[src/rtl/pll_chain_sequencer_pkg.sv]
// pll_chain_sequencer_pkg: state encoding and counter sizing shared by the PLL chain sequencer
package pll_chain_sequencer_pkg;
    typedef enum logic [2:0] {
        IDLE  = 3'd0,
        HOLD  = 3'd1,
        WAIT  = 3'd2,
        DONE  = 3'd3,
        ERROR = 3'd4
    } state_t;

    function automatic int cnt_width(input int hold, input int timeout);
        return $clog2(hold > timeout ? hold : timeout) + 1;
    endfunction
endpackage

[src/rtl/pll_chain_sequencer_lock_sync.sv]
// lock_sync: parameterized-width 2-flop synchronizer with synchronous clear
module lock_sync #(
    parameter int W = 1
) (
    input  logic         clk,
    input  logic         rst,
    input  logic [W-1:0] d,
    output logic [W-1:0] q
);
    logic [W-1:0] meta;

    always_ff @(posedge clk) begin
        if (rst) begin
            meta <= '0;
            q    <= '0;
        end else begin
            meta <= d;
            q    <= meta;
        end
    end
endmodule

[src/rtl/pll_chain_sequencer.sv]
// pll_chain_sequencer: releases chained PLL resets stage by stage, retries on timeout, re-sequences on lock loss.
// Define PLL_SEQ_LOCK_DEBOUNCE_EN to require LOCK_STABLE_CYCLES consecutive lock cycles before advancing.
module pll_chain_sequencer
    import pll_chain_sequencer_pkg::*;
#(
    parameter int PLL_NUM            = 3,
    parameter int RST_HOLD_CYCLES    = 8,
    parameter int LOCK_TIMEOUT       = 1024,
    parameter int MAX_RETRIES        = 3,
    parameter int LOCK_STABLE_CYCLES = 16
) (
    input  logic               clk,
    input  logic               RST,
    input  logic               START,
    input  logic [PLL_NUM-1:0] LOCKED_IN,
    output logic [PLL_NUM-1:0] PLL_RST,
    output logic               ALL_LOCKED,
    output logic               BUSY,
    output logic               FAIL,
    output logic [3:0]         FAIL_STAGE,
    output logic [3:0]         RETRY_CNT
);
    localparam int CW = cnt_width(RST_HOLD_CYCLES, LOCK_TIMEOUT);

    if (PLL_NUM < 1 || PLL_NUM > 16 || RST_HOLD_CYCLES < 1 || LOCK_STABLE_CYCLES < 1) begin : g_bad_params
        $error("pll_chain_sequencer: parameter out of range");
    end

    state_t             state, state_n;
    logic [3:0]         stage, stage_n, retry, retry_n, low_idx;
    logic [CW-1:0]      cnt, cnt_n;
    logic [PLL_NUM-1:0] lk, sel, prst_n;
    logic               fail_n, go_hold, any_low, lk_cur, lk_ok;

    lock_sync #(.W(PLL_NUM)) u_sync (.clk(clk), .rst(RST), .d(LOCKED_IN), .q(lk));

    assign sel    = PLL_NUM'(1) << stage;
    assign lk_cur = |(lk & sel);

    always_comb begin
        any_low = 1'b0;
        low_idx = '0;
        for (int i = PLL_NUM - 1; i >= 0; i--)
            if (!lk[i]) begin
                any_low = 1'b1;
                low_idx = 4'(i);
            end
    end

`ifdef PLL_SEQ_LOCK_DEBOUNCE_EN
    localparam int SW = $clog2(LOCK_STABLE_CYCLES) + 1;
    logic [SW-1:0] stab;
    always_ff @(posedge clk) begin
        if (RST || state != WAIT || !lk_cur) stab <= '0;
        else if (!(&stab)) stab <= stab + 1'b1;
    end
    assign lk_ok = lk_cur && (int'(stab) >= LOCK_STABLE_CYCLES - 1);
`else
    assign lk_ok = lk_cur;
`endif

    always_ff @(posedge clk) begin
        if (RST) begin
            state   <= IDLE;
            stage   <= '0;
            retry   <= '0;
            cnt     <= '0;
            FAIL    <= 1'b0;
            PLL_RST <= '1;
        end else begin
            state   <= state_n;
            stage   <= stage_n;
            retry   <= retry_n;
            cnt     <= cnt_n;
            FAIL    <= fail_n;
            PLL_RST <= prst_n;
        end
    end

    // Every HOLD entry re-asserts the entered stage and everything downstream of it.
    always_comb begin
        state_n = state;
        stage_n = stage;
        retry_n = retry;
        fail_n  = FAIL;
        prst_n  = PLL_RST;
        go_hold = 1'b0;
        cnt_n   = (&cnt) ? cnt : cnt + 1'b1;
        if ((state == HOLD || state == WAIT) && any_low && low_idx < stage) begin
            go_hold = 1'b1;
            stage_n = low_idx;
            retry_n = '0;
        end else begin
            case (state)
                IDLE, ERROR: if (START) begin
                    go_hold = 1'b1;
                    stage_n = '0;
                    retry_n = '0;
                end
                HOLD: if (cnt == CW'(RST_HOLD_CYCLES - 1)) begin
                    state_n = WAIT;
                    cnt_n   = '0;
                    prst_n  = PLL_RST & ~sel;
                end
                WAIT: if (lk_ok) begin
                    if (stage == 4'(PLL_NUM - 1)) state_n = DONE;
                    else begin
                        go_hold = 1'b1;
                        stage_n = stage + 1'b1;
                        retry_n = '0;
                    end
                end else if (cnt_n == CW'(LOCK_TIMEOUT)) begin
                    if (retry < 4'(MAX_RETRIES)) begin
                        go_hold = 1'b1;
                        retry_n = retry + 1'b1;
                    end else begin
                        state_n = ERROR;
                        fail_n  = 1'b1;
                        prst_n  = '1;
                    end
                end
                DONE: if (any_low) begin
                    go_hold = 1'b1;
                    stage_n = low_idx;
                    retry_n = '0;
                end
                default: begin
                    state_n = IDLE;
                    prst_n  = '1;
                end
            endcase
        end
        if (go_hold) begin
            state_n = HOLD;
            cnt_n   = '0;
            prst_n  = {PLL_NUM{1'b1}} << stage_n;
        end
    end

    always_comb begin
        ALL_LOCKED = state == DONE;
        BUSY       = state == HOLD || state == WAIT;
        FAIL_STAGE = stage;
        RETRY_CNT  = retry;
    end
endmodule

[config.mk]
export PLATFORM = sky130hd
export DESIGN_NAME = pll_chain_sequencer
export DESIGN_NICKNAME = d
export VERILOG_FILES = /design/src/rtl/pll_chain_sequencer_pkg.sv /design/src/rtl/pll_chain_sequencer_lock_sync.sv /design/src/rtl/pll_chain_sequencer.sv
export SDC_FILE = /design/constraint.sdc
export NUM_CORES = 1
export LEC_CHECK = 0
export CORE_MARGIN = 2
export CORE_UTILIZATION = 55
export CTS_CLUSTER_DIAMETER = 100
export DETAILED_ROUTE_END_ITERATION = 8
export PLACE_DENSITY_LB_ADDON = 0.2
export RECOVER_POWER = 100
export SYNTH_ARGS = -nofsm -noshare
export SYNTH_HDL_FRONTEND = slang
export SYNTH_HIERARCHICAL = 1
export SYNTH_SLANG_ARGS = --single-unit
export TNS_END_PERCENT = 50
[constraint.sdc]
create_clock -name clk -period 7.6 [get_ports clk]
set_input_delay 1.14 -clock clk [delete_from_list [all_inputs] [get_ports clk]]
set_output_delay 1.14 -clock clk [all_outputs]
set_load 0.005 [all_outputs]
==> impl.org <==
** Status
- The flow ran to the end, and the final reports show no timing, DRC or antenna violations.

** Critical path
- Required time at the worst-slack endpoint :: between 7 and 8 ns
- Capturing point of the worst reg2reg path :: RETRY_CNT[0]
- Category of the critical setup timing path :: in2reg
- Largest driver fanout on the critical path :: 11
- Worst Setup Start Kind :: primary input
- Counting cells, the worst reg-to-reg path comes to 8.
- The startpoint identified for the worst register-to-register timing path is cnt[1].
- Crit-path cells :: dlygate4sd3_1 > nor3b_1 > a31o_2 > a21o_1 > nor2_1 > a21bo_1 > or3_1 > a311oi_1
- The largest individual stage delay along the critical path comes from the cell sky130_fd_sc_hd__dlygate4sd3_1.
- Critical path capture point type :: register
- Data arrives at the worst endpoint at ~3.5 ns.
- Worst setup slack for register-to-register paths :: 4.44 ns
- On the worst path, the slowest cell contributes a delay of between 0.5 and 0.6 ns.

** Routing
- Starting DRT DRC Count :: between 150 and 200
- In the routed design, unresolved DRC markers number 0.
- Detailed-router iteration count before antenna repair :: 5
- Dividing the detail-routed via count by the number of cells gives ~6.4.
- After detailed routing, the average wire length per cell comes to 15.1 µm.
- Once detail routing completed, the nets flagged for antenna violations numbered 0.
- Overall via count from detail_route :: 1984
- Total Wirelength :: 4710 µm

** Synth
- Syn avg cell area :: just over 8 µm²
- Adder and majority gate portion of the synthesized area :: 0.0310
- Main area contributors after synthesis :: sky130_fd_sc_hd__dfxtp_1, sky130_fd_sc_hd__nor2_1, sky130_fd_sc_hd__ha_1
- Sequential cell area fraction in the yosys report :: 0.317
- Share of cell area taken by muxes after synthesis :: 0.0105
- Mapped Nets :: 261
- Post-synthesis register bit count :: 32
- The share of synthesized area in the top cell type comes to 0.317.
- Netlist area before placement :: slightly above 0.002 mm²
- Number of library cell types mapped by synthesis :: 61
- Area leader, netlist :: sky130_fd_sc_hd__dfxtp_1
- Top FF cell, synth :: sky130_fd_sc_hd__dfxtp_1
- Counting flops with an async set or reset pin after synthesis yields a share of 0.
- Cell count after synthesis :: 250
- Compound-Gate Fraction of Synth Area :: 0.253
- The synthesized design contains 0 enable-type register cells.
- Count of synthesis-stage warnings from yosys :: 6
- Largest family of logic cells by synthesized area :: simple AND/OR/NAND/NOR gates
- Of the total synthesized cell area, the portion taken by XOR and XNOR cells is 0.00867.
- Simple-Gate Fraction of Synth Area :: 0.323

** Clock tree
- In this run, CTS created clock tree buffers numbering 5.
- The H-tree was split into 2 levels.
- TritonCTS clock tree :: yes
- Register clock-pin slew on the reported worst setup and hold paths :: about 0.070 ns
- Number of buffers added to fix hold violations after cts :: 0
- For the worst-skew pair, the clock arrives at the later sink with an insertion delay of 0.29 ns.
- The number of setup buffers added after CTS is 0.
- The tree is rooted in a sky130_fd_sc_hd__clkbuf_8.
- Max clock buf depth :: 2
- The clock drives 32 sinks.
- Post-cts repair resize count :: 0

** Min path
- Counting instances, the worst hold path has a depth of 1.
- Start point of the worst min-delay path :: u_sync/meta[1]
- Worst Hold Path EP :: u_sync/q[1]
- The min-delay analysis places its worst path in the category reg2reg.

** Finish
- The library cells used most frequently in the layout, excluding fill and tap cells, are sky130_fd_sc_hd__dfxtp_1, sky130_fd_sc_hd__nor2_1, sky130_fd_sc_hd__nand2_1, sky130_fd_sc_hd__dlygate4sd3_1, sky130_fd_sc_hd__a21oi_1.
- The library cell used most frequently in the layout, excluding fill and tap cells, is sky130_fd_sc_hd__dfxtp_1.
- The final layout contains around 280 nets.
- Layout Area Growth over Synthesis :: 11.3%
- Total of fill cells in the finished design :: approximately 330
- Of the cells placed in the final design, the portion with a size suffix greater than 1 is 0.0492.
- The number of antenna diodes in the final layout is 0.

** GRT
- Number of global-route vias before repair :: roughly 1700
- Residual overflow from global routing :: 0
- In the global route stage, overall resource usage came out at 0.241.
- The first global-routing pass estimated ~7900 µm of wire.
- Pin count of the biggest net entering global routing :: 15
- Antenna violations before repair :: 0

** STA
- Dividing the final minimum period by the clock period gives 0.429.
- Clock period minus final worst setup slack :: around 3.3 ns
- Final setup violation count :: 0
- TNS Setup :: 0 ns
- Unrepaired setup endpoints after global routing :: no
- Max transition margin :: 0.374
- Worst hold-check slack :: around 0.43 ns
- For the pin with the worst max-slew slack, the measured transition is just over 0.9 ns.
- Max frequency :: about 310 MHz
- The final hold violation count is 0.
- On the final layout, the worst clock skew is ~0.0051 ns.
- The number of pins exceeding their max-slew limit in the final report was 0.

** Die
- The floorplan step set the die width to between 60 and 70 µm.
- The region available for standard cell placement spans approximately 0.0036 mm².
- Number of placed I/O pins :: 20
- Starting Density :: 0.560
- From bottom edge to top edge, the die measures roughly 65 µm.
- Die outline area :: 0.00417 mm²
- In this run the core area contains 22 standard-cell rows.

** Placed design
- The wire-length estimate of the detail-placed layout is between 3000 and 4000 µm.
- During placement, the flow inserted port buffers numbering 19.
- At the end of routability-driven placement, the weighted congestion stood at roughly 1.0.

** Power
- Maximum vdd drop :: around 0.00012 V
- Leakage power figure :: around 0.84 nW
- For this design the ratio of total power to cell area is 146 mW/mm².
- Summing internal, switching and leakage power gives between 0.3 and 0.4 mW.

** Run
- Max capacitance violation total :: 0
[kinds of logic after synthesis]
group / Yosys count
and+or+nand+nor: 117
AOI/OAI and AO/OA: 70
DFF: 32
buffers and inverters: 22
adders and majority gates: 5
xor gates and xnor gates: 2
muxes: 2
[synthesized netlist by cell type (all sizes together) (2+ instances only)]
cell / count
dfxtp: 32
nor2: 29
nand2: 15
a21oi: 12
nor3: 12
buf: 10
inv: 10
nor2b: 10
a31oi: 9
a211oi: 8
a21o: 7
o21ai: 7
and2: 6
nand3: 6
nor4: 6
ha: 5
nand2b: 5
nand4: 5
and3: 4
and4: 4
nor3b: 4
nand3b: 3
or3: 3
a2111oi: 2
a21bo: 2
a311oi: 2
clkbuf: 2
o2111ai: 2
o21bai: 2
o22ai: 2
or4: 2
xnor2: 2
[per-stage QoR]
step,cells,utilization,cell area [µm²],worst slack [ns]
floorplan,250,-,2020,4.85
global placement,305,0.608,2190,4.34
detailed placement,305,0.608,2190,4.31
CTS,312,0.631,2270,4.46
global route,312,0.624,2250,4.20
finish,312,0.624,2250,4.34
[worst max-delay path by stage]
stage,cells past startpoint,start,to,slack (ns)
floorplan,9,START,cnt[9],4.85
global placement,8,START,cnt[8],4.34
detailed placement,8,START,cnt[8],4.31
CTS,3,state[1],ALL_LOCKED,4.46
global route,8,START,cnt[8],4.20
finish,8,START,cnt[8],4.34
[worst max-delay path: cells and delay by family]
family	cells	cell delay (ns)
AOI/OAI and AO/OA	4	1.01
and+or+nand+nor	3	0.76
buffers and inverters	1	0.54
[cell type report]
cell class	count	area, µm²	area share
multi-input combinational	196	1240	0.551
sequential	32	641	0.285
timing repair buffer	19	190	0.0846
clock buffer	5	68.8	0.0306
tap	48	60.1	0.0267
inverter	10	37.5	0.0167
clock inverter	2	12.5	0.00556
[registers in the layout, indices dropped and copies added, names as in the netlist]
| signal | count |
|---|---|
| PLL_RST | 3 |
| cnt | 11 |
| u_sync/meta | 3 |
| state | 3 |
| FAIL | 1 |
| RETRY_CNT | 4 |
| FAIL_STAGE | 4 |
| u_sync/q | 3 |
[power by group]
group / switching (mW) / internal (mW)
Sequential: 0.00508 / 0.172
Combinational: 0.0127 / 0.0123
Clock: 0.0645 / 0.0619
[metal layers]
| metal | GRT usage | up-vias | routed length [µm] |
|---|---|---|---|
| li1 | - | 963 | - |
| met1 | 0.350 | 923 | 2220 |
| met2 | 0.348 | 91 | 2040 |
| met3 | 0.0660 | 7 | 393 |
| met4 | 0.0691 | 0 | 51 |
| met5 | 0 | - | 0 |
Power figures use the tool's default switching activity.
